==> config.mk <==
export PLATFORM = sky130hd
export DESIGN_NAME = simon_datapath
export DESIGN_NICKNAME = d
export VERILOG_FILES = /design/src/rtl/simon_pkg.sv /design/src/rtl/simon_pattern_mem.sv /design/src/rtl/simon_datapath.sv
export SDC_FILE = /design/constraint.sdc
export NUM_CORES = 1
export LEC_CHECK = 0
export CAP_MARGIN = 20
export CORE_MARGIN = 8
export CORE_UTILIZATION = 58
export CTS_BUF_LIST = sky130_fd_sc_hd__clkbuf_4
export CTS_CLUSTER_DIAMETER = 50
export CTS_CLUSTER_SIZE = 30
export DETAILED_ROUTE_END_ITERATION = 7
export GPL_TIMING_DRIVEN = 0
export PLACE_DENSITY = 0.78
export SYNTH_ARGS = -nofsm -noshare
export SYNTH_HDL_FRONTEND = slang
export SYNTH_SLANG_ARGS = --single-unit
==> constraint.sdc <==
create_clock -name clk -period 4.1 [get_ports clk]
set_input_delay 1.025 -clock clk [delete_from_list [all_inputs] [get_ports clk]]
set_output_delay 1.025 -clock clk [all_outputs]
set_load 0.02 [all_outputs]
==> src/rtl/simon_pkg.sv <==
// Shared sizing, types and mode-LED encodings for the Simon datapath and control blocks.
package simon_pkg;

  localparam int unsigned PATTERN_W = 4;
  localparam int unsigned DEPTH     = 64;
  localparam int unsigned ADDR_W    = 6;

  typedef logic [PATTERN_W-1:0] pattern_t;
  typedef logic [ADDR_W:0]      count_t;

  localparam logic [2:0] ModeInput    = 3'b001;
  localparam logic [2:0] ModePlayback = 3'b010;
  localparam logic [2:0] ModeRepeat   = 3'b100;
  localparam logic [2:0] ModeDone     = 3'b111;

endpackage

==> src/rtl/simon_pattern_mem.sv <==
// DEPTH x PATTERN_W pattern register file: synchronous write, asynchronous read.
module simon_pattern_mem #(
  parameter int unsigned PATTERN_W = 4,
  parameter int unsigned DEPTH     = 64,
  parameter int unsigned ADDR_W    = 6
) (
  input  logic                 clk,
  input  logic                 we,
  input  logic [ADDR_W-1:0]    waddr,
  input  logic [PATTERN_W-1:0] wdata,
  input  logic [ADDR_W-1:0]    raddr,
  output logic [PATTERN_W-1:0] rdata
);

  logic [PATTERN_W-1:0] mem_q [DEPTH];

  // Contents are deliberately not reset; every read is qualified by n upstream.
  always_ff @(posedge clk) begin
    if (we) begin
      mem_q[waddr] <= wdata;
    end
  end

  assign rdata = mem_q[raddr];

endmodule

==> src/rtl/simon_datapath.sv <==
// Simon responder datapath: pattern memory, counters n and i, compares and LED mux.
// Define SIMON_ONEHOT_CHECK_EN to require one-hot switch patterns (otherwise any nonzero).
module simon_datapath
  import simon_pkg::*;
#(
  parameter int unsigned PATTERN_W = simon_pkg::PATTERN_W,
  parameter int unsigned DEPTH     = simon_pkg::DEPTH,
  parameter int unsigned ADDR_W    = simon_pkg::ADDR_W
) (
  input  logic                 clk,
  input  logic                 rst,
  input  logic                 clear_i,
  input  logic                 increment_i,
  input  logic                 increment_n,
  input  logic                 write_pattern,
  input  logic                 input_led_pattern,
  input  logic [PATTERN_W-1:0] switches,
  output logic                 valid_input,
  output logic                 valid_repeat,
  output logic                 seq_remain,
  output logic [PATTERN_W-1:0] pattern_leds
);

  localparam logic [ADDR_W:0] DepthC = (ADDR_W+1)'(DEPTH);

  logic [ADDR_W:0]      n_q, n_d, i_q, i_d;
  logic [ADDR_W+1:0]    i_plus1;
  logic [PATTERN_W-1:0] rd_data;
  logic                 not_full, i_lt_n, pattern_ok, mem_we;

  assign not_full = (n_q < DepthC);
  assign i_lt_n   = (i_q < n_q);
  assign mem_we   = write_pattern && not_full;

  always_comb begin
    i_d = i_q;
    if (clear_i) begin
      i_d = '0;
    end else if (increment_i && (i_q != DepthC)) begin
      i_d = i_q + 1'b1;
    end
  end

  always_comb begin
    n_d = n_q;
    if (increment_n && not_full) begin
      n_d = n_q + 1'b1;
    end
  end

  always_ff @(posedge clk or negedge rst) begin
    if (!rst) begin
      n_q <= '0;
      i_q <= '0;
    end else begin
      n_q <= n_d;
      i_q <= i_d;
    end
  end

  // Write lands at the pre-increment n.
  simon_pattern_mem #(
    .PATTERN_W (PATTERN_W),
    .DEPTH     (DEPTH),
    .ADDR_W    (ADDR_W)
  ) u_mem (
    .clk   (clk),
    .we    (mem_we),
    .waddr (n_q[ADDR_W-1:0]),
    .wdata (switches),
    .raddr (i_q[ADDR_W-1:0]),
    .rdata (rd_data)
  );

`ifdef SIMON_ONEHOT_CHECK_EN
  assign pattern_ok = $onehot(switches);
`else
  assign pattern_ok = |switches;
`endif

  // One extra bit keeps i+1 from overflowing when i sits at DEPTH.
  assign i_plus1 = {1'b0, i_q} + 1'b1;

  assign valid_input  = pattern_ok && not_full;
  assign seq_remain   = (i_plus1 < {1'b0, n_q});
  assign valid_repeat = i_lt_n && (switches == rd_data);
  assign pattern_leds = input_led_pattern ? switches : (i_lt_n ? rd_data : '0);

endmodule

==> impl_metrics.py <==
metrics = {
    "outcome": {
        "violations": "setup timing",
        "result_of_the_run": "finished, violations left",
    },
    "pwr": {
        "power.share.switching": 0.254,
        "net-switching-power_uw": 1260,
        "share_seq_of_total_power": 0.609,
        "total_leakage_power_uw": 0.00410,
        "power_frac_comb": 0.102,
        "p_per_area_mw_per_mm2": 383,
        "internal_power_uw": 3700,
        "vdd.ir_drop.worst_uv": 220,
        "power.share.clock": 0.289,
    },
    "floorplan": {
        "initial_core_util": 0.587,
        "die-width_um": 156,
        "die_height_um": 156,
        "row_count": 51,
        "floorplan.die_area_mm2": 0.0243,
        "core_area_mm2": 0.0193,
        "pin_count": 18,
    },
    "cts": {
        "clk_root_buffer_cell": "clkbuf_4",
        "clockBufferDepth": 3,
        "numClockSinks": 270,
        "clkSlewWorstSetupHoldPaths_ns": 0.17,
        "worst_skew_pair.late_latency_ns": 0.70,
        "number_of_buffers_inserted_during_clock_tree_synthesis": 23,
        "cts-htree-levels": 1,
        "tritoncts_clock_tree": "yes",
    },
    "finish": {
        "drive_gt1_frac": 0.262,
        "post_layout_nonfiller_instances": 1017,
        "syn_to_final_growth_pct": 14.1,
        "final_net_count": 762,
        "final_core_utilization": 0.670,
    },
    "grt": {
        "number_of_antenna_violations_at_the_first_check_in_global_routing": 1,
        "grt_start_max_net_pins": 60,
        "grt_overflow": 0,
        "grt_pass1_wl_mm": 41.7,
        "grt_use_total": 0.236,
        "grt_pass1_vias": 6715,
    },
    "worst_hold_path": {
        "worstHoldStart": "n_q[2]",
        "timing.hold.worst_path_depth": 1,
        "hold_path.class": "flip-flop to flip-flop",
        "whs_endpoint": "n_q[2]",
    },
    "setup_path": {
        "ff2ff_setup_slack_ns": 1.61,
        "crit_arrival_ns": 3.75,
        "cp_slowest_stage_delay_ns": 0.53,
        "reg2reg_end": "u_mem.mem_q[55][1]",
        "crit_path_start_kind": "flip-flop",
        "slowest_stage": "mux4_2",
        "critical_path.endpoint_type": "primary output",
        "critical_register_to_register_path_startpoint": "n_q[2]",
        "cp_data_required_time_ns": 3.07,
        "critical_path.top_delay_family": "compound AO/OA/AOI/OAI gates",
        "cp_max_fo": 5,
        "cp_common_cell": "buf_12",
        "crit_buf_inv": 3,
        "reg2reg_depth": 4,
        "criticalPathCategory": "flip-flop to primary output",
        "crit_chain": "buf_12 -> buf_12 -> mux4_2 -> a22o_1 -> a31o_1 -> or4_4 -> a2111oi_4 -> a31oi_1 -> nor4_2 -> buf_4",
    },
    "timing": {
        "timing.final.hold_violations": 0,
        "timing.final.crit_period_ns": 4.77,
        "achievable-frequency_mhz": 210,
        "finalSetupTns_ns": -2.08,
        "rsz0062_at_grt": "true",
        "final.period_utilization": 1.16,
        "clock-skew-final_ns": 0.0567,
        "worst_slew_margin_rel": 0.456,
        "final_max_slew_viol_count": 0,
        "post-route-worst-setup-slack_ns": -0.673,
        "setup_viol": 6,
        "tightestPinTransition_ns": 0.813,
    },
    "yosys": {
        "synth.yosys.seq_area_share": 0.708,
        "mappedNetlistArea_mm2": 0.0114,
        "yosysUniqueCellTypes": 57,
        "synth_largest_type_area_fraction": 0.677,
        "largest_family_of_logic_cells_by_synthesized_area": "multiplexers",
        "synthXorXnorAreaFrac": 0.0147,
        "synthTopCellsByArea": "edfxtp_1, mux4_2, dfrtp_1",
        "postSynthCellCount": 666,
        "synth_enable_flop_cells": 256,
        "synth.ff_latch_count": 270,
        "synth_area_in_compound_gates": 0.0415,
        "synth-warning-count": 0,
        "syn-mean-instance-area_um2": 17.1,
        "postSynth.asyncResetShare": 0.0519,
        "postSynthNetCount": 692,
        "simple_gate_fraction_of_synth_area": 0.0706,
        "yosys.area.top_type": "edfxtp_1",
        "synth.area.mux_share": 0.132,
        "adder_cell_area_share_of_the_yosys_netlist": 0.0165,
        "synth_flop_cell": "edfxtp_1",
    },
    "placed_design": {
        "place.detailed.instances": 951,
        "detailedPlacementHpwl_mm": 18.7,
        "globalplace.congestion": 0.973,
        "placement.io_buffers": 16,
    },
    "drt": {
        "detail_route.iter0.violations": 916,
        "final_routed_drc_violation_total": 0,
        "drtPass1Iterations": 7,
        "route.final.wire_length_mm": 28.5,
        "via_count": 6761,
        "routed_wire_length_per_instance_um": 28.0,
        "antenna_left": 0,
        "post_drt_via_cell_ratio": 6.65,
    },
    "flow_run": {
        "timing.max_cap.violations": 0,
    },
}
## routing by layer
metal,GRT usage,part of all wire,up-vias
met5,0,0,-
met3,0.0632,0.12,102
met4,0.110,0.043,0
li1,-,-,2785
met1,0.306,0.37,3360
met2,0.367,0.47,514
## synthesized netlist by cell type, types with 12 or more instances
| cell type | instances |
|---|---|
| edfxtp_1 | 256 |
| nor2_1 | 86 |
| mux4_2 | 48 |
| nand2_1 | 30 |
| nand3_1 | 22 |
| mux2i_1 | 19 |
| ha_1 | 15 |
| a22oi_1 | 14 |
| dfrtp_1 | 14 |
| xnor2_1 | 14 |
| buf_2 | 12 |
## what timing repair did
action | CTS | global route
pin swaps | 9 | 12
gates resized for setup | 108 | 28
hold buffers | 0 | 0
endpoints found under the setup margin | 6 | 6
buffers inserted | 14 | 12
## stage by stage
stage | power [µW] | area [µm²] | worst slack (ns) | hold WS (ns)
2_1_floorplan | 3310 | 11400 | 0.0283 | 0.503
3_3_place_gp | 3460 | 11900 | -2.04 | 0.540
3_5_place_dp | 3470 | 11900 | -1.34 | 0.563
4_1_cts | 4930 | 12700 | -0.682 | 0.587
5_1_grt | 5090 | 13000 | -0.756 | 0.648
6_report | 4960 | 13000 | -0.673 | 0.592
## state kept, by name, indices dropped and copies added, names as in the netlist
signal / flops
i_q: 7
n_q: 7
u_mem.mem_q: 256
## power groups by stage
| stage | sequential, µW | clock (µW) | combinational [µW] |
|---|---|---|---|
| after CTS | 3020 | 1450 | 463 |
| after global routing | 3020 | 1540 | 525 |
| after floorplan | 3080 | 0 | 226 |
| final | 3020 | 1440 | 504 |
| after detailed placement | 3080 | 0 | 384 |
| after global placement | 3090 | 0 | 368 |
## cells by family after synthesis
kind of cell | count (synthesis)
flops | 270
simple gates | 177
mux | 79
compound gates | 65
buf+inv | 41
xor+xnor | 19
fa+ha+maj | 15
## how the worst max path moves through the flow
stage	start	cells past startpoint	to	slack, ns
floorplan	i_q[0]	14	seq_remain	0.03
global placement	switches[3]	6	valid_repeat	-2.04
detailed placement	i_q[1]	14	seq_remain	-1.34
CTS	i_q[0]	9	valid_repeat	-0.68
global route	i_q[0]	15	seq_remain	-0.76
finish	i_q[0]	10	valid_repeat	-0.67
## cells in the final DEF, fill, tap and decap left out, types with 8 or more instances in the layout
cell	Yosys	layout
edfxtp_1	256	256
nor2_1	86	82
mux4_2	48	52
nand2_1	30	29
clkbuf_4	0	25
buf_4	3	25
nand3_1	22	21
buf_12	0	17
mux2i_1	19	16
xnor2_1	14	14
ha_1	15	13
dfrtp_1	14	12
a22oi_1	14	11
nor2b_1	9	9
inv_1	10	8
buf_6	2	8
nand4_1	8	8
## cell type report
type / count / area [µm²]
flip-flops and latches: 270 / 8040
clock buffers: 23 / 173
well taps: 265 / 332
repair buffers: 46 / 460
multi-input cells: 355 / 3340
diodes: 1 / 2.50
clock inverters: 17 / 234
inverters: 11 / 45.0
plain buffers: 29 / 328
fillers: 1244 / 6380
Power figures use the tool's default switching activity.
